===== config.mk =====
export PLATFORM = sky130hd
export DESIGN_NAME = rst_seq_ctrl
export DESIGN_NICKNAME = d
export VERILOG_FILES = /design/src/rtl/rst_seq_ctrl_pkg.sv /design/src/rtl/rst_seq_ctrl.sv
export SDC_FILE = /design/constraint.sdc
export NUM_CORES = 1
export LEC_CHECK = 0
export ABC_AREA = 1
export CAP_MARGIN = 20
export CORE_MARGIN = 10
export CORE_UTILIZATION = 55
export DETAILED_ROUTE_END_ITERATION = 8
export PLACE_DENSITY = 0.78
export RECOVER_POWER = 50
export SLEW_MARGIN = 5
export SYNTH_ARGS = -nofsm -noshare
export SYNTH_HDL_FRONTEND = slang
export SYNTH_SLANG_ARGS = --single-unit

===== constraint.sdc =====
create_clock -name i_clk -period 4.1 [get_ports i_clk]
set_input_delay 0.41 -clock i_clk [delete_from_list [all_inputs] [get_ports i_clk]]
set_output_delay 0.41 -clock i_clk [all_outputs]
set_load 0.02 [all_outputs]

===== src/rtl/rst_seq_ctrl_pkg.sv =====
// Shared types and helpers for the reset sequencer: FSM state encoding,
// soft-reset counter width and the per-channel release-edge calculation.
package rst_seq_ctrl_pkg;

  localparam int SOFT_CNT_W = 8;

  typedef enum logic [1:0] {
    ST_HOLD      = 2'd0,
    ST_RELEASING = 2'd1,
    ST_RUN       = 2'd2,
    ST_DONE      = 2'd3
  } rst_seq_state_t;

  // Counted edge (E1 = 1) on which channel k leaves reset.
  function automatic int ch_release_edge(input int k, input int release_clk, input int stagger_clk);
    return release_clk + k * stagger_clk;
  endfunction

endpackage


===== src/rtl/rst_seq_ctrl.sv =====
// Reset sequencer and run timer: staggers NUM_CH domain resets after a
// synchronous reset or soft-reset request, then times a fixed run window.
module rst_seq_ctrl
  import rst_seq_ctrl_pkg::*;
#(
  parameter int NUM_CH            = 4,
  parameter int RELEASE_AFTER_CLK = 2,
  parameter int STAGGER_CLK       = 1,
  parameter int RUN_DURATION_CLK  = 25
) (
  input  logic                  i_clk,
  input  logic                  i_sync_rst,
  input  logic                  i_soft_rst_req,
  output logic [NUM_CH-1:0]     o_ch_rst,
  output logic                  o_all_released,
  output logic                  o_run_done,
  output logic [SOFT_CNT_W-1:0] o_soft_rst_cnt
);

  localparam int T_LAST  = ch_release_edge(NUM_CH - 1, RELEASE_AFTER_CLK, STAGGER_CLK);
  localparam int MAX_CNT = (T_LAST > RUN_DURATION_CLK) ? T_LAST : RUN_DURATION_CLK;
  localparam int CNT_W   = $clog2(MAX_CNT + 1);

  localparam logic [CNT_W-1:0]      RUN_END  = CNT_W'(RUN_DURATION_CLK);
  localparam logic [SOFT_CNT_W-1:0] SOFT_MAX = {SOFT_CNT_W{1'b1}};

  if (NUM_CH < 1) begin : g_chk_num_ch
    $error("rst_seq_ctrl: NUM_CH must be >= 1");
  end
  if (RELEASE_AFTER_CLK < 1) begin : g_chk_release
    $error("rst_seq_ctrl: RELEASE_AFTER_CLK must be >= 1");
  end
  if (STAGGER_CLK < 0) begin : g_chk_stagger
    $error("rst_seq_ctrl: STAGGER_CLK must be >= 0");
  end
  if (RUN_DURATION_CLK < 1) begin : g_chk_run
    $error("rst_seq_ctrl: RUN_DURATION_CLK must be >= 1");
  end

  rst_seq_state_t   state_r;
  logic [CNT_W-1:0] cnt_r;
  logic [CNT_W-1:0] cnt_next_s;
  logic             restart_s;
  logic             rel_step_s;
  logic [NUM_CH-1:0] ch_hit_s;
  logic             last_hit_s;
  logic             run_hit_s;
  logic             soft_req_q_r;
  logic             soft_rise_s;

  assign restart_s   = i_sync_rst | i_soft_rst_req;
  assign soft_rise_s = i_soft_rst_req & ~soft_req_q_r;

  // Value the counter takes on the coming edge; release compares look at it
  // so a channel drops on exactly the edge where the count reaches its threshold.
  always_comb begin
    cnt_next_s = cnt_r;
    rel_step_s = 1'b0;
    case (state_r)
      ST_HOLD: begin
        cnt_next_s = CNT_W'(1);
        rel_step_s = 1'b1;
      end
      ST_RELEASING: begin
        cnt_next_s = cnt_r + CNT_W'(1);
        rel_step_s = 1'b1;
      end
      ST_RUN: begin
        cnt_next_s = cnt_r + CNT_W'(1);
        rel_step_s = 1'b0;
      end
      ST_DONE: begin
        cnt_next_s = cnt_r;
        rel_step_s = 1'b0;
      end
      default: begin
        cnt_next_s = cnt_r;
        rel_step_s = 1'b0;
      end
    endcase
  end

  for (genvar k = 0; k < NUM_CH; k++) begin : g_ch
    localparam logic [CNT_W-1:0] T_K = CNT_W'(ch_release_edge(k, RELEASE_AFTER_CLK, STAGGER_CLK));
    assign ch_hit_s[k] = rel_step_s & (cnt_next_s == T_K);
  end

  assign last_hit_s = ch_hit_s[NUM_CH-1];
  assign run_hit_s  = (state_r == ST_RUN) & (cnt_next_s == RUN_END);

  // Sequencer FSM, counter and per-channel reset outputs.
  always_ff @(posedge i_clk) begin
    if (restart_s) begin
      state_r        <= ST_HOLD;
      cnt_r          <= CNT_W'(0);
      o_ch_rst       <= {NUM_CH{1'b1}};
      o_all_released <= 1'b0;
      o_run_done     <= 1'b0;
    end else begin
      o_ch_rst <= o_ch_rst & ~ch_hit_s;
      case (state_r)
        ST_HOLD, ST_RELEASING: begin
          if (last_hit_s) begin
            state_r        <= ST_RUN;
            cnt_r          <= CNT_W'(0);
            o_all_released <= 1'b1;
          end else begin
            state_r <= ST_RELEASING;
            cnt_r   <= cnt_next_s;
          end
        end
        ST_RUN: begin
          cnt_r <= cnt_next_s;
          if (run_hit_s) begin
            state_r    <= ST_DONE;
            o_run_done <= 1'b1;
          end
        end
        ST_DONE: begin
          state_r <= ST_DONE;
        end
        default: begin
          state_r        <= ST_HOLD;
          cnt_r          <= CNT_W'(0);
          o_ch_rst       <= {NUM_CH{1'b1}};
          o_all_released <= 1'b0;
          o_run_done     <= 1'b0;
        end
      endcase
    end
  end

  // Soft-reset request counter: counts request rising edges, survives soft resets.
  always_ff @(posedge i_clk) begin
    soft_req_q_r <= i_soft_rst_req;
    if (i_sync_rst) begin
      o_soft_rst_cnt <= {SOFT_CNT_W{1'b0}};
    end else if (soft_rise_s && (o_soft_rst_cnt != SOFT_MAX)) begin
      o_soft_rst_cnt <= o_soft_rst_cnt + SOFT_CNT_W'(1);
    end else begin
      o_soft_rst_cnt <= o_soft_rst_cnt;
    end
  end

endmodule


# Word level (Yosys, flattened, before mapping)

Cells that the tools add are included.
Widths: inputs -> output; s select.

Register bits: 22
Bits in latches: 0
RAM bits: 0
Bits in read-only memories: 0
Input port bits: 3
Output and inout port bits: 14
Logic and storage cells: 44
Memories: 0

$add $sub $neg: 2
$mul: 0
Divide/modulo/power cells: 0
Magnitude comparators: 0
Equality and inequality tests: 10
Shift operators: 0
Multiplexer cells: 7
Bitwise gates (word level): 10
Reduce and logical (&&, ||, !) cells: 8

Operators with widths:

| cell                | number |
|---|---|
| $pmux 5 s3          | 1 |
| $eq 5x2->1 const B  | 2 |
| $eq 5x3->1 const B  | 2 |
| $pmux 5 s2          | 1 |
| $add 8x1->8 const B | 1 |
| $ne 8x8->1 const B  | 1 |
| $and 1x1->1         | 6 |
| $pmux 2 s3          | 1 |
| $reduce_or 2->1     | 3 |
| $add 5x1->5 const B | 1 |
| $eq 5x5->1 const B  | 1 |
| $mux 5              | 1 |
| $and 4x4->4         | 1 |
| $eq 2x2->1 const B  | 2 |
| $mux 2              | 2 |
| $not 4->4           | 1 |
| $reduce_and 2->1    | 2 |
| $eq 2x1->1 const B  | 1 |
| $logic_not 2->1     | 1 |
| $ne 2x2->1 const B  | 1 |
| $pmux 1 s2          | 1 |
| $reduce_bool 2->1   | 1 |
| $logic_and 1x1->1   | 1 |
| $not 1->1           | 1 |
| $or 1x1->1          | 1 |

# Longest topological paths before layout

Gate-level depths: netlist (run 1).

Word-level depth: 7
Depth in mapped cells: 13
Gate-level depth less buffers: 13

# Least setup slack after synthesis (run 1)

No wires, ideal clock.

Kind: register to register
From: register state_r[0]
To: register cnt_r[0]
Arrival time: 1.469 ns
Data required time: 3.980 ns
Slack: 2.512 ns
Cell stages (with the launch flop): 11
Period minus slack after synthesis: 1.588 ns
Path through: dfxtp_1 -> inv_1 -> ha_1 -> nand2_1 -> nand2_1 -> nand2_1 -> nand2_1 -> a21oi_1 -> nand3_1 -> nand2_1 -> a21oi_1

Word-level cells in the longest chain between the ends: 7
Elaborated cells on any way between the ends: 14
Classes of those cells: eq/ne: 4; mux: 4; bitwise: 1; reduce/logical: 5

Ends and longest elaborated chain:

| item                                     | RTL line                                | source |
|---|---|---|
| start: declaration                       | rst_seq_ctrl.sv:40                      | `rst_seq_state_t state_r;` |
| start signal: assignment                 | rst_seq_ctrl.sv:94                      | `state_r <= ST_HOLD;` |
| start signal: assignment                 | rst_seq_ctrl.sv:104                     | `state_r <= ST_RUN;` |
| start signal: assignment                 | rst_seq_ctrl.sv:108                     | `state_r <= ST_RELEASING;` |
| $eq 2x2->1 or $eq 2x1->1 (tied branches) | rst_seq_ctrl.sv:59, rst_seq_ctrl.sv:101 |  |
| $reduce_or 2->1 (no source line)         | -                                       |  |
| $pmux 5 s3                               | rst_seq_ctrl.sv:59                      | `case (state_r)` |
| $eq 5x3->1                               | rst_seq_ctrl.sv:85                      | `assign ch_hit_s[k] = rel_step_s & (cnt_next_s == T_K);` |
| $and 1x1->1                              | rst_seq_ctrl.sv:85                      |  |
| $mux 5                                   | rst_seq_ctrl.sv:103                     | `if (last_hit_s) begin` |
| $pmux 5 s2                               | rst_seq_ctrl.sv:101                     | `case (state_r)` |
| end signal: assignment                   | rst_seq_ctrl.sv:109                     | `cnt_r <= cnt_next_s;` |
| end signal: assignment                   | rst_seq_ctrl.sv:113                     | `cnt_r <= cnt_next_s;` |
| end: declaration                         | rst_seq_ctrl.sv:41                      | `logic [CNT_W-1:0] cnt_r;` |

Several ways; a longest one is shown, not always the timed one.
A chain may end at the register's enable or synchronous reset.

# Final worst setup path (run 1)

Ends and elaborated chain as after synthesis.

==> results of run 1 <==
path summary, 6_finish.rpt:
path / endpoint / slack (ps) / depth (start not counted)
worst max-delay path: cnt_r[0] / 2290 / 10
worst min-delay path: o_ch_rst[1] / 450 / 2
worst max register to register: cnt_r[0] / 2290 / 10
worst min register to register: o_ch_rst[1] / 450 / 2
area by class of cell:
class                      instances  area [µm²]  share of cell area [%]
clock buffer                       4        36.3                    2.59
inverter                          26        97.6                    6.98
multi-input combinational        126         631                    45.1
sequential                        22         440                    31.5
tap                               27        33.8                    2.42
timing repair buffer              16         160                    11.4
cells by family (layout without fill, tap and decap cells):
kind of cell	count (synthesis)	count (layout)
buffers and inverters	27	46
AOI/OAI and AO/OA	20	20
and+or+nand+nor	97	97
DFF	22	22
xor gates and xnor gates	2	2
adders and majority gates	7	7
tightest hold or removal path, cell delays in order (launching register included):
cell and delay (ps):
dfxtp_1 320, nand2_1 60, nand2_1 40
sequential cells by signal, summed over array words and instances (netlist names):
signal          flops
o_soft_rst_cnt      8
cnt_r               5
o_ch_rst            4
state_r             2
o_all_released      1
o_run_done          1
soft_req_q_r        1
where the power goes:
group / internal (mW) / switching, mW / total [mW]
combinational: 0.00985 / 0.0169 / 0.0267
sequential: 0.217 / 0.00326 / 0.220
clock: 0.0543 / 0.0646 / 0.119
total: 0.281 / 0.0847 / 0.366
cells in the final DEF (no fill, tap or decap), drive strengths merged:
| cell type | Yosys | layout |
|---|---|---|
| nand4 | 5 | 5 |
| ha | 7 | 7 |
| a21oi | 15 | 15 |
| clkbuf | 0 | 4 |
| nor3b | 1 | 1 |
| nand2 | 57 | 57 |
| nor3 | 1 | 1 |
| o21bai | 1 | 1 |
| or2 | 1 | 1 |
| dfxtp | 22 | 22 |
| clkdlybuf4s50 | 0 | 9 |
| xnor2 | 2 | 2 |
| dlygate4sd3 | 0 | 7 |
| nor2 | 18 | 18 |
| inv | 26 | 26 |
| o21ai | 4 | 4 |
| nand3 | 14 | 14 |
routing by layer:
metal  global-route usage, %  wire length, µm  up-vias
met5                       0                0        -
met4                    3.93               28        0
met3                    5.08              194        5
met2                    19.0             1210       37
met1                    16.7             1240      498
li1                        -                -      587
stage by stage:
step | power, mW | utilization (%) | setup WS (ps) | instance area [µm²]
final | 0.366 | 69.9 | 2290 | 1400
after floorplan | 0.242 | - | 2510 | 1180
after global placement | 0.251 | 68.3 | 2350 | 1370
after CTS | 0.369 | 70.1 | 2290 | 1400
after global routing | 0.384 | 69.9 | 2140 | 1400
after detailed placement | 0.252 | 68.3 | 2310 | 1370
==> impl_metrics.yaml, run 1 <==
clocking:
  cts_setup_buffers: 0
  numCtsBuffers: 3
  cts_buffer_depth: 2
  hold_buffers: 0
  cts_tree: "yes"
  clk_pin_slew_worst_paths_ps: 120
  insertion_delay_ps: 310
  clock_sinks: 22
  cts-resized-gates: 0
  clock-root-buffer: "clkbuf_4"
  cts_max_level: 1
synthesis:
  synth_nets: 185
  synth_mux_area_share_pct: 0
  synth_area_leaders: "dfxtp_1 37%, nand2_1 17%, inv_1 7.6%"
  ys_seq_elements: 22
  synth.avg_cell_area_um2: 6.77
  synth.yosys.seq_area_share_pct: 37.2
  synth_top_family_by_area: "simple AND/OR/NAND/NOR gates"
  synth_compound_area_share_pct: 8.98
  synthAdderAreaFrac_pct: 7.39
  synthFlopType: "dfxtp_1"
  synthXorXnorAreaFrac_pct: 1.48
  synth.most_common_cell: "nand2_1"
  syn_inst: 175
  synth_cell_types: 20
  synthTopCellsByCount: "54 x nand2_1, 24 x inv_1, 22 x dfxtp_1"
  netlist_area_um2: 1180
  synth_edf_count: 0
  synth_top_area_share_pct: 37.2
  synth_warnings: 0
  yosys.area.top_type: "dfxtp_1"
  yosys.area_share.simple_pct: 35.8
  async_flop_share_pct: 0
setup_path:
  worstSetupStartpoint: "state_r[0]"
  required_ps: 4310
  worst_path_max_delay_cell: "dfxtp_1"
  r2r_start: "state_r[0]"
  crit_chain: "inv_1, ha_1, nand2_1, nand2_1, nand2_1, nand2_1, a21oi_1, nand3_1, nand2_1, a21oi_1"
  cp_common_cell: "nand2_1"
  crit_family: "simple AND/OR/NAND/NOR gates"
  worst-path-buf-inv: 1
  cp_data_arrival_time_ps: 2020
  cp-start-kind: "flip-flop"
  end_kind: "flip-flop"
  worst-path-max-fanout: 5
  max_stage_delay_ps: 420
  crit_type: "flip-flop to flip-flop"
route:
  vias: 1127
  wl_um: 2670
  drt_iter0_drc: 70
  ant_nets: 0
  vias_per_cell: 5.10
  drt_pass1_iterations: 4
  wire_per_inst_um: 12.1
  drc: 0
timing:
  slew_viol_final: 0
  final.period_utilization_pct: 44.2
  tns_ps: 0
  worst_pin_slew_ps: 456
  hold_viol: 0
  finClkSkew_ps: 3.77
  fin_crit_ps: 1810
  rsz0062_at_grt: "false"
  clock.fmax_mhz: 552
  whs_ps: 451
  setup_viol: 0
  max_slew_margin_pct: 69.5
floorplanning:
  die_y_um: 66.4
  start_util_pct: 59.2
  rows: 16
  core-area_um2: 2000
  die_w_um: 66.4
  dieArea_um2: 4410
  io_pins: 17
pwr:
  ir_worst_vdd_v: 0.000206
  p_leak_nw: 0.589
  powerDensity_nw_per_um2: 261
cells_and_area:
  synthToLayoutAreaGrowth_pct: 18.1
  drive_gt1_share_pct: 7.22
  fillers: 181
  layout.nets: 205
  stdcell_count: 221
  antennaDiodeCount: 0
global_route:
  antenna_found_initial: 0
  grt_overflow: 0
  grt_pass1_vias: 1006
  grt_first_pass_wirelength_um: 4600
  grt_max_degree: 13
  grt_usage_pct: 12.9
placement:
  gp_congestion: 0.974
  dpl.cell_count: 217
  dpl.hpwl_um: 2110
  portBuffers: 16
hold_path:
  min-delay-start: "o_ch_rst[1]"
  min_path_type: "flip-flop to flip-flop"
run_status:
  status: "finished, final reports clean"
job:
  max-cap-violations: 0
Power figures use the tool's default switching activity.
==> run 2: changes to the inputs <==
CORE_UTILIZATION = 48   (was 55)
PLACE_DENSITY = 0.73   (was 0.78)
clock period = 1.6 ns   (was 4.1 ns; I/O delays follow)
==> run 2 against run 1 <==
Against the previous run:
- power grew to 2.7 times the previous value
- maximum frequency grew 16%
- first-iteration DRC count grew 19%
- critical endpoint is now state_r[1]
- largest cell class unchanged
==> impl_metrics.yaml, run 2 (same netlist as run 1, synthesis figures left out) <==
cells_and_area:
  antennaDiodeCount: 0
  drive_gt1_share_pct: 29.2
  final_cell_mix: "44 x nand2_1, 21 x inv_1, 17 x buf_4"
  largestRegisters: "o_soft_rst_cnt (8), cnt_r (5), o_ch_rst (4)"
  largest_reg_flops: 8
  synthToLayoutAreaGrowth_pct: 43.9
  final_area_um2: 1710
  utilization_pct: 74.9
  final_common_cell: "nand2_1"
  top_register: "o_soft_rst_cnt"
  layout.nets: 223
clocking:
  clock_sinks: 22
  cts_tree: "yes"
  numCtsBuffers: 3
  hold_buffers: 0
  cts_buffer_depth: 2
  clock-root-buffer: "clkbuf_4"
  insertion_delay_ps: 320
  clk_pin_slew_worst_paths_ps: 130
  cts_max_level: 1
placement:
  postPlaceCellArea_um2: 1450
  portBuffers: 16
  gp_congestion: 0.934
  dpl.hpwl_um: 2190
pwr:
  ir_worst_vdd_v: 0.000542
  power_frac_seq_pct: 56.2
  powerDensity_nw_per_um2: 588
  p_leak_nw: 0.767
  switching_share_pct: 25.4
  p_clk_share_pct: 32.1
  p_int_mw: 0.748
  netSwitchingPower_mw: 0.254
  power_frac_comb_pct: 11.7
floorplanning:
  io_pins: 17
  rows: 17
  die_w_um: 69.7
  dieArea_um2: 4860
  die_y_um: 69.7
  start_util_pct: 52.1
  core-area_um2: 2280
setup_path:
  cp_common_cell: "nand2_1"
  crit_chain: "inv_4, ha_4, nand3_2, nand2_2, nand2_2, nor2_4, buf_4, nand2_1, nand2_1, nand2_1, nor2_1"
  worst-path-max-fanout: 5
  end_kind: "flip-flop"
  max_stage_delay_ps: 400
  crit_type: "flip-flop to flip-flop"
  worst-path-buf-inv: 2
  worst_path_max_delay_cell: "dfxtp_4"
  cp-start-kind: "flip-flop"
  cp_data_arrival_time_ps: 1820
  crit_family: "simple AND/OR/NAND/NOR gates"
  required_ps: 1860
route:
  vias: 1261
  drt_iter0_drc: 83
  ant_nets: 0
  drc: 0
  wl_um: 3260
  wire_per_inst_um: 13.6
  drt_pass1_iterations: 4
  vias_per_cell: 5.25
global_route:
  grt_max_degree: 13
  grt_overflow: 0
  grt_pass1_vias: 1118
  grt_first_pass_wirelength_um: 5030
  grt_usage_pct: 11.9
  antenna_found_initial: 0
timing:
  rsz0062_at_grt: "true"
  fin_crit_ps: 1560
  clock.fmax_mhz: 642
  slew_viol_final: 0
  final.period_utilization_pct: 97.3
  worst_pin_slew_ps: 312
  finClkSkew_ps: 3.24
  setup_viol: 0
  hold_viol: 0
  max_slew_margin_pct: 79.2
job:
  max-cap-violations: 0
run_status:
  status: "finished, final reports clean"
hold_path:
  min_path_type: "primary input to flip-flop"
[run 2: changes by cell type in the layout (fill, tap and decap cells not counted), sizes merged]
cell,previous run,this run
buf,0,18
dlygate4sd3,7,0
clkdlybuf4s50,9,13
dlymetal6s2s,0,3
[run 2: timing repair]
| action | in CTS | in global routing |
|---|---|---|
| resized for setup | 6 | 40 |
| setup endpoints to repair | 8 | 17 |
| setup buffers | 0 | 7 |
| pin swaps | 0 | 14 |
[run 2: layout make-up]
cell class	count	area (µm²)
clock buffers	4	36.3
multi-input cells	126	774
well taps	28	35.0
inverters	26	100
fillers	158	571
flip-flops and latches	22	453
repair buffers	34	307
[run 2: worst paths after layout]
path	start	to	slack, ps	depth (start not counted)
min reg2reg	o_ch_rst[0]	o_ch_rst[0]	460	2
min	i_soft_rst_req	soft_req_q_r	400	1
max reg2reg	state_r[1]	state_r[1]	40	11
max	state_r[1]	state_r[1]	40	11
[run 2: power by group through the flow]
stage / sequential (mW) / clock, mW / combinational, mW
after global placement: 0.575 / 0 / 0.0832
after detailed placement: 0.576 / 0 / 0.0841
final: 0.563 / 0.322 / 0.117
after CTS: 0.564 / 0.317 / 0.0886
after global routing: 0.565 / 0.344 / 0.128
after floorplan: 0.579 / 0 / 0.0400
[run 2: worst register-to-register path: stages (launching register included)]
cell and delay (ps):
dfxtp_4 400, inv_4 40, ha_4 300, nand3_2 100, nand2_2 80, nand2_2 80, nor2_4 120, buf_4 120
nand2_1 40, nand2_1 50, nand2_1 70, nor2_1 90
[run 2: per-layer routing]
layer | track usage [%] | part of all wire, % | wire length (µm) | vias up
met1 | 14.5 | 44 | 1420 | 588
met3 | 3.99 | 7.0 | 229 | 4
li1 | - | - | - | 627
met2 | 18.9 | 48 | 1570 | 42
met5 | 0 | 0 | 0 | -
met4 | 4.35 | 1.0 | 34 | 0
[run 2: through the flow]
step                      TNS [ps]  hold slack, ps  power [mW]  setup WS, ps  cells
after floorplan                  0             188       0.619          11.5    175
after global placement       -38.7             431       0.658         -19.8    229
after detailed placement      -524             437       0.660         -96.9    229
after CTS                        0             370       0.970          18.0    233
after global routing          -299             424        1.04         -82.0    240
final                            0             401        1.00          42.6    240
==> run 3: changes to the inputs <==
CORE_UTILIZATION = 55   (was 48)
CTS_CLUSTER_DIAMETER = 200   (was default)
DONT_BUFFER_PORTS = 1   (was default)
PLACE_DENSITY = 0.71   (was 0.73)
SLEW_MARGIN = 0   (was 5)
==> run 3 against run 2 <==
Against the previous run:
- cell area shrank 8.1%
- cell count shrank 3.3%
- worst setup slack lost 13 ps
- critical endpoint is now state_r[0]
==> impl_metrics.yaml, run 3 (same netlist as run 1, synthesis figures left out) <==
cells_and_area:
  final_cell_mix: "48 x nand2_1, 21 x inv_1, 20 x buf_4"
  antennaDiodeCount: 0
  final_common_cell: "nand2_1"
  drive_gt1_share_pct: 29.8
  utilization_pct: 78.3
  stdcell_count: 232
  final_area_um2: 1570
  top_register: "o_soft_rst_cnt"
  largestRegisters: "o_soft_rst_cnt (8), cnt_r (5), o_ch_rst (4)"
  fillers: 145
  layout.nets: 216
  largest_reg_flops: 8
  synthToLayoutAreaGrowth_pct: 32.3
global_route:
  grt_usage_pct: 14.3
  grt_overflow: 0
  antenna_found_initial: 0
  grt_first_pass_wirelength_um: 5040
  grt_max_degree: 14
  grt_pass1_vias: 1065
timing:
  clock.fmax_mhz: 637
  worst_pin_slew_ps: 498
  rsz0062_at_grt: "true"
  fin_crit_ps: 1570
  setup_viol: 0
  whs_ps: 25.0
  hold_viol: 0
  slew_viol_final: 0
  final.period_utilization_pct: 98.1
  setup_ws_ps: 30.0
  finClkSkew_ps: 6.87
  tns_ps: 0
  max_slew_margin_pct: 66.7
setup_path:
  max_stage_delay_ps: 370
  end_kind: "flip-flop"
  worst-path-buf-inv: 2
  worst_path_max_delay_cell: "dfxtp_4"
  worst-path-max-fanout: 6
  worstSetupStartpoint: "state_r[1]"
  r2r_start: "state_r[1]"
  crit_chain: "buf_4, ha_4, nand2_1, nand3_2, nand2_4, inv_2, nand2_2, nor2_2, nand2_1, nand2_2, nor2_2, nor2_1"
  cp-start-kind: "flip-flop"
  crit_family: "simple AND/OR/NAND/NOR gates"
  cp_data_arrival_time_ps: 1790
  required_ps: 1820
  crit_type: "flip-flop to flip-flop"
route:
  ant_nets: 0
  vias: 1268
  drt_pass1_iterations: 4
  wl_um: 3320
  drc: 0
  wire_per_inst_um: 14.3
  drt_iter0_drc: 126
  vias_per_cell: 5.47
clocking:
  cts_buffer_depth: 2
  numCtsBuffers: 3
  cts_tree: "yes"
  clock-root-buffer: "clkbuf_4"
  cts_max_level: 1
  clock_sinks: 22
  clk_pin_slew_worst_paths_ps: 140
  insertion_delay_ps: 320
floorplanning:
  rows: 16
  die_y_um: 66.4
  die_w_um: 66.4
  dieArea_um2: 4410
  io_pins: 17
  start_util_pct: 59.2
  core-area_um2: 2000
pwr:
  p_leak_nw: 0.664
  powerDensity_nw_per_um2: 705
  ir_worst_vdd_v: 0.000691
  p_total_mw: 1.11
placement:
  gp_congestion: 0.939
  dpl.hpwl_um: 2330
  portBuffers: 0
  dpl.cell_count: 221
  postPlaceCellArea_um2: 1360
  dpl_worst_slack_ps: -136
hold_path:
  min-delay-start: "i_sync_rst"
  min_path_type: "primary input to flip-flop"
job:
  max-cap-violations: 0
run_status:
  status: "finished, final reports clean"
[run 3: cell types whose count changed in the layout (fill, tap and decap cells not counted), moves of 2 or more]
cell / delta
nand2_4: -2
nand2_2: -2
nand2_1: +4
dlygate4sd3_1: +2
clkdlybuf4s50_1: -13
buf_4: +3
dlymetal6s2s_1: -3
nor2_1: -2
clkbuf_1: +5
dfxtp_1: +2
nor2_2: +2
[run 3: path summary, 6_finish.rpt]
| kind | end | slack (ps) | cells after the start |
|---|---|---|---|
| worst min register to register | o_soft_rst_cnt[5] | 540 | 2 |
| worst max register to register | state_r[0] | 30 | 12 |
| worst max-delay path | state_r[0] | 30 | 12 |
| worst min-delay path | o_soft_rst_cnt[3] | 20 | 3 |
[run 3: final cells by class]
class,count,area [µm²],share of cell area (%)
repair buffers,27,189,12.1
clock inverters,1,30.0,1.92
well taps,27,33.8,2.15
inverters,26,97.6,6.23
flip-flops and latches,22,448,28.6
multi-input cells,126,747,47.6
clock buffers,3,22.5,1.44
[run 3: what timing repair did]
action,CTS,global route
pin swaps,1,10
hold buffers,2,0
hold endpoints to repair,5,0
buffers inserted,0,5
gates resized for setup,5,31
endpoints found under the setup margin,9,14
[run 3: power breakdown]
part | internal [mW] | switching, mW
logic | 0.0462 | 0.0618
clock network | 0.253 | 0.184
registers | 0.555 | 0.00465
total | 0.854 | 0.251
[run 3: worst reg2reg max path: cells and delay by family (launching register included)]
family	cells	cell delay [ps]
buffers and inverters	2	170
flip-flops	1	370
AND/OR/NAND/NOR	9	760
adder cells (fa/ha/maj)	1	170
[run 3: routing by layer]
layer,global-route usage (%),up-vias,share of wire (%)
met5,0,-,0
li1,-,614,-
met3,5.93,16,12
met4,5.76,0,3.3
met1,18.6,563,40
met2,20.1,75,44
==> edit 1: new RTL, config.mk and constraints of run 2 <==
Change the parameter `RELEASE_AFTER_CLK` from 2 to 4.
--- a/src/rtl/rst_seq_ctrl.sv
+++ b/src/rtl/rst_seq_ctrl.sv
@@ -5,5 +5,5 @@
 #(
   parameter int NUM_CH            = 4,
-  parameter int RELEASE_AFTER_CLK = 2,
+  parameter int RELEASE_AFTER_CLK = 4,
   parameter int STAGGER_CLK       = 1,
   parameter int RUN_DURATION_CLK  = 25
Check against the original RTL: not equivalent (a bounded check fails within 4 cycles, from zero or initial values and one cycle with i_sync_rst high).
==> edit 1 against run 2 <==
Routed wire length is 5.1% lower. Power rose by 8.8%. Setup slack better by 26 ps. Final area fell by 2.8%. Clock skew up 3.4 ps. Sequential cell count is the same. Sequential share of layout area rose by 0.38 points. Area after synthesis is 6.1% higher.
==> edit 1: results (changes against run 2) <==
Placement:
- The half-perimeter wire length of the detailed placement result is 2290 um (+4.4%).
- The worst setup slack before clock tree synthesis was -72.5 ps (+24.4 ps).
- The instance area at placement is 0.00149 sq mm (+2.8%).
- The weighted congestion reported at the end of routability-driven placement is 0.891 (-4.6%).

Final layout:
- The layout overhead on the synthesized area is 31.8%.
- The proportion of layout cells with a drive suffix above 1 came to 26.6% (-2.7 points).
- The number of fill cells is 209 (+32%).
- The final net count was 218 (-2.2%).

Outcome:
- The flow ran to the end, and the final reports show no timing, DRC or antenna violations.

Synthesis:
- The fraction of the mapped netlist area in compound gates came to 10.3% (+1.4 points).
- The share of cell area taken by muxes after synthesis was 0% (unchanged).
- The commonest cells after synthesis are 45 x sky130_fd_sc_hd__nand2_1, 24 x sky130_fd_sc_hd__inv_1, 22 x sky130_fd_sc_hd__dfxtp_1.
- The sequential cell area fraction in the yosys report is 35.0% (-2.1 points).
- The number of standard cells after synthesis is 178 (+1.7%).
- The xor/xnor cell area share of the yosys netlist was 0.697% (-0.78 points).
- The post-synth net total is 188 (+1.6%).
- The number of distinct library cells after synthesis was 23 (+15%).
- In the synthesized netlist the dominant register cell turns out to be sky130_fd_sc_hd__dfxtp_1.
- By area the synthesized netlist is led by sky130_fd_sc_hd__dfxtp_1 35%, sky130_fd_sc_hd__nand2_1 13%, sky130_fd_sc_hd__inv_1 7.2%.

Power:
- The internal power of the cells is 852 uW (+14%).
- The power attributed to sequential cells is 562 uW (about the same).
- The net switching share of the total power was 21.9% (-3.5 points).
- The worst ir drop on vdd is 0.618 mV (+14%).
- The power consumed by the clock network is 426 uW (+32%).

STA:
- The worst-case clock skew is 6.59 ps (+3.36 ps).
- The headroom to the max-slew limit came to 74.5% (-4.7 points).

Clocking:
- The worst-case clock buffer depth came to 2 (unchanged).
- The number of levels the H-tree was split into is 1 (unchanged).

Detailed routing:
- The average wire length per cell after detail routing came to 13.1 um (-3.9%).
- The starting DRC count in detailed routing is 68 (-18%).
- The detailed-route via count was 1219 (-3.3%).
- The average vias per placed instance is 5.14 (-2.1%).

Global routing:
- The wire length of the first global-routing pass came to 4950 um (-1.5%).
- The number of global-route vias before repair was 1090 (-2.5%).
- The maximum number of pins on one net before global-route repair was 14 (+1).
- The number of antenna violations at the first check in global routing is 0 (unchanged).
- The total routing resource utilization after global routing came to 11.5% (-0.39 points).

Critical path:
- The largest driver fanout on the critical path is 5 (unchanged).
- The maximum cell stage delay along the critical path was 640 ps (+240 ps).
- On the critical path, the stage with the largest delay is an instance of sky130_fd_sc_hd__clkdlybuf4s50_1.
- The critical path's top delay family is buffers and inverters.
==> edit 1: cell count changes after synthesis, sizes merged, moves of 2 or more <==
cell,delta
nor2,+6
nand2,-7
o21ai,+4
nor3,+2
==> edit 1: cell families (layout without fill, tap and decap cells) <==
group,count (synthesis),in the layout
AND/OR/NAND/NOR,98,98
buffers and inverters,27,56
AO/OA/AOI/OAI,23,23
flip-flops,22,22
adder cells (fa/ha/maj),7,7
XOR/XNOR,1,1
==> edit 1: routing by layer <==
layer	wire length (um)	track usage (%)	up-vias
li1	-	-	626
met1	1320	12.8	561
met2	1550	20.4	28
met3	187	4.88	4
met4	35	1.29	0
met5	0	0	-
==> edit 1: final cells by class <==
class / instances / share of cell area [%]
inverters: 25 / 5.89
flip-flops and latches: 22 / 26.9
clock inverters: 1 / 1.81
multi-input cells: 129 / 47.5
well taps: 30 / 2.26
clock buffers: 3 / 1.36
repair buffers: 27 / 14.2
==> edit 1: worst paths after layout <==
kind / startpoint / to / slack, ps / cells after the start
worst min register to register: o_ch_rst[3]$_SDFF_PP1_ / o_ch_rst[3]$_SDFF_PP1_ / 460 / 2
worst max register to register: state_r[0]$_SDFFE_PP0P_ / cnt_r[0]$_SDFFE_PP0P_ / 100 / 9
worst min-delay path: i_soft_rst_req / soft_req_q_r$_DFF_P_ / 450 / 1
worst max-delay path: o_soft_rst_cnt[3]$_SDFFE_PP0P_ / o_soft_rst_cnt[3] / 70 / 1
==> edit 1: what timing repair did <==
action	CTS	global route
cloned	0	0
gates resized for setup	3	25
buffers inserted	0	4
pin swaps	0	7
setup endpoints to repair	7	11
hold endpoints to repair	0	0
==> edit 2: new RTL, settings of run 2 <==
Without the edit above. Encoding of `rst_seq_state_t`: now one-hot (4 bits for 4 states).
--- a/src/rtl/rst_seq_ctrl_pkg.sv
+++ b/src/rtl/rst_seq_ctrl_pkg.sv
@@ -5,9 +5,9 @@
   localparam int SOFT_CNT_W = 8;
 
-  typedef enum logic [1:0] {
-    ST_HOLD      = 2'd0,
-    ST_RELEASING = 2'd1,
-    ST_RUN       = 2'd2,
-    ST_DONE      = 2'd3
+  typedef enum logic [3:0] {
+    ST_HOLD      = 4'b0001,
+    ST_RELEASING = 4'b0010,
+    ST_RUN       = 4'b0100,
+    ST_DONE      = 4'b1000
   } rst_seq_state_t;
 
Formal check against the unedited RTL: no difference found for any inputs over 10 cycles, from zero or initial values and one cycle with i_sync_rst high; not proved beyond that.
==> edit 2 against run 2 <==
Hold slack gained 44 ps. Die area grew 0.45%. Setup slack gained 19 ps. Clock skew grew 7.2 ps. Area after synthesis grew 0.63%. Count of clock-buffer cells in the layout shrank 1. Sequential cell count grew 2. Final area shrank 1.5%. Routed wire length shrank 7.2%. Largest cell class unchanged.
Power is not compared: it rests on default switching activity, and its combinational part moved more than twofold at a synthesized area within 25%.
==> edit 2: results (changes against run 2) <==
Clocking:
- The clock input transition at the sequential cells of the worst setup and hold paths is 130 ps (about the same).
- The worst-case clock buffer depth came to 2 (unchanged).
- The number of levels the H-tree was split into is 1 (unchanged).
- The CTS root buffer is sky130_fd_sc_hd__clkbuf_4.
- Clock latency on the worst-skew pair, taken at its later pin, is 310 ps.
- The number of buffers inserted for hold repair after clock tree synthesis is 0 (unchanged).
- The total clock buffers created by CTS was 3 (unchanged).

Final layout:
- In the final layout, the registers with the most flip-flops are o_soft_rst_cnt: 8 flops, cnt_r: 5 flops.
- The proportion of layout cells with a drive suffix above 1 is 32.8% (+3.6 points).
- The diode insertion count for antenna repair came to 0 (unchanged).
- Compared with the post-synthesis result, the final layout area differs by 40.8%.
- The final net count came to 207 (-7.2%).

Critical path:
- The setup slack of the worst register-to-register path is 60 ps (+20 ps).
- The largest driver fanout on the critical path is 6 (+1).
- The maximum cell stage delay along the critical path is 390 ps.
- The endpoint of the worst setup timing path is cnt_r[0]$_SDFFE_PP0N_.
- The worst setup path is launched from a flop.
- The depth of the worst register-to-register path was 12 (+1).
- The critical path's top delay family is simple AND/OR/NAND/NOR gates.
- The arrival time at the worst endpoint is 1750 ps (-70 ps).
- The startpoint of the worst-slack reg-to-reg timing path is state_r[1]$_SDFFE_PP0P_.
- Among all stages on the critical path, the largest delay is contributed by sky130_fd_sc_hd__dfxtp_4.

STA:
- The worst-case clock skew is 10.4 ps (+7.16 ps).
- The pin slew with the least headroom to its limit is 330 ps (+18.2 ps).

Synthesis:
- The share of synthesized registers carrying an async set or reset is 0% (unchanged).
- The post-synth net total was 174 (-5.9%).
- The sequential cell area fraction in the yosys report is 40.3% (+3.1 points).
- The number of warnings issued by yosys was 0 (unchanged).
- The most common flop cell mapped by yosys is sky130_fd_sc_hd__dfxtp_1.
- By area the synthesized netlist is led by sky130_fd_sc_hd__dfxtp_1 40%, sky130_fd_sc_hd__nand2_1 11%, sky130_fd_sc_hd__inv_1 6.6%.
- The number of distinct library cells after synthesis is 22 (+10%).
- After synthesis, the most frequently instantiated cells are 34 x sky130_fd_sc_hd__nand2_1, 24 x sky130_fd_sc_hd__dfxtp_1, 21 x sky130_fd_sc_hd__inv_1.

Detailed routing:
- The average wire length per cell after detail routing came to 13.1 um (-3.6%).
- The detailed-route via count came to 1203 (-4.6%).
- The number of optimization iterations in the first detailed-route pass is 4 (unchanged).
- The starting DRC count in detailed routing is 81 (-2.4%).

Power:
- IR analysis of the VDD net gives a maximum drop of 0.585 mV.
- The static leakage power is 0.000685 uW.

Global routing:
- The total routing resource utilization after global routing is 11.1% (-0.81 points).
- The number of global-route vias before repair is 1127 (+0.81%).
- The maximum number of pins on one net before global-route repair was 15 (+2).
- The number of antenna violations at the first check in global routing is 0 (unchanged).
- The wire length of the first global-routing pass is 4750 um (-5.6%).

Placement:
- The count of port buffers added during placement is 16 (unchanged).
- The weighted congestion reported at the end of routability-driven placement is 0.902 (-3.4%).
- The half-perimeter wire length of the detailed placement result was 2160 um (-1.5%).

Hold path:
- The min-delay analysis places its worst path in the category primary input to flop.

Outcome:
- The run finished with clean final reports.
[edit 2: report_power, final]
part | internal, uW | leakage (uW) | switching (uW)
clock | 253 | 0.0000279 | 174
combinational | 117 | 0.000459 | 189
sequential | 620 | 0.000198 | 22.8
[edit 2: area by class of cell]
class / instances / area [sq um]
Fill cell: 193 / 753
Multi-Input combinational cell: 117 / 748
Sequential cell: 24 / 495
Timing Repair Buffer: 29 / 244
Inverter: 27 / 101
Tap cell: 30 / 37.5
Clock inverter: 1 / 30.0
Clock buffer: 3 / 22.5
[edit 2: cells by family after synthesis]
kind of cell / share of synthesized area (%)
adders and majority gates: 2.10
and+or+nand+nor: 36.0
xor gates and xnor gates: 1.47
DFF: 40.3
AOI/OAI and AO/OA: 11.3
buffers and inverters: 8.81
[edit 2: worst reg2reg max path, stage by stage (launching register included)]
cell and delay [ps]:
sky130_fd_sc_hd__dfxtp_4 390, sky130_fd_sc_hd__nor2_4 120, sky130_fd_sc_hd__nand3_4 120, sky130_fd_sc_hd__nand2_4 140, sky130_fd_sc_hd__nand2_2 60, sky130_fd_sc_hd__nand2_2 70
sky130_fd_sc_hd__nand2_4 70, sky130_fd_sc_hd__nor2_4 120, sky130_fd_sc_hd__nand3_4 110, sky130_fd_sc_hd__nand3_2 90, sky130_fd_sc_hd__nand3_2 60, sky130_fd_sc_hd__nand2_1 60
sky130_fd_sc_hd__inv_1 30
[edit 2: metal layers]
layer	GRT usage (%)	part of all wire [%]
met5	0	0
met4	3.95	1.2
met3	3.00	4.4
met2	20.5	56
met1	11.5	39
[edit 2: what timing repair did]
item | 4_1_cts | 5_1_grt
hold endpoints to repair | 0 | 0
gates resized for setup | 6 | 38
setup endpoints to repair | 3 | 18
pin swaps | 2 | 7
setup buffers | 2 | 1
[edit 2: worst min-delay path by stage]
stage                                       from                              to  slack [ps]  depth (start not counted)
final                                 i_sync_rst  o_soft_rst_cnt[7]$_SDFFE_PP0P_         440                          2
after floorplan                   i_soft_rst_req            soft_req_q_r$_DFF_P_         190                          0
after global routing                  i_sync_rst  o_soft_rst_cnt[7]$_SDFFE_PP0P_         450                          2
after CTS                         i_soft_rst_req            soft_req_q_r$_DFF_P_         330                          1
after detailed placement  o_ch_rst[2]$_SDFF_PP1_          o_ch_rst[2]$_SDFF_PP1_         440                          2
after global placement    o_ch_rst[3]$_SDFF_PP1_          o_ch_rst[3]$_SDFF_PP1_         430                          2
[edit 2: metrics by stage]
step | std cells | instance area (sq um) | util (%) | worst slack (ps)
3_5_place_dp | 224 | 1460 | 60.1 | 11.1
2_1_floorplan | 169 | 1190 | - | 10.3
4_1_cts | 230 | 1540 | 63.4 | -2.76
5_1_grt | 231 | 1680 | 69.0 | -48.5
3_3_place_gp | 224 | 1460 | 60.1 | 60.0
6_report | 231 | 1680 | 69.0 | 61.4
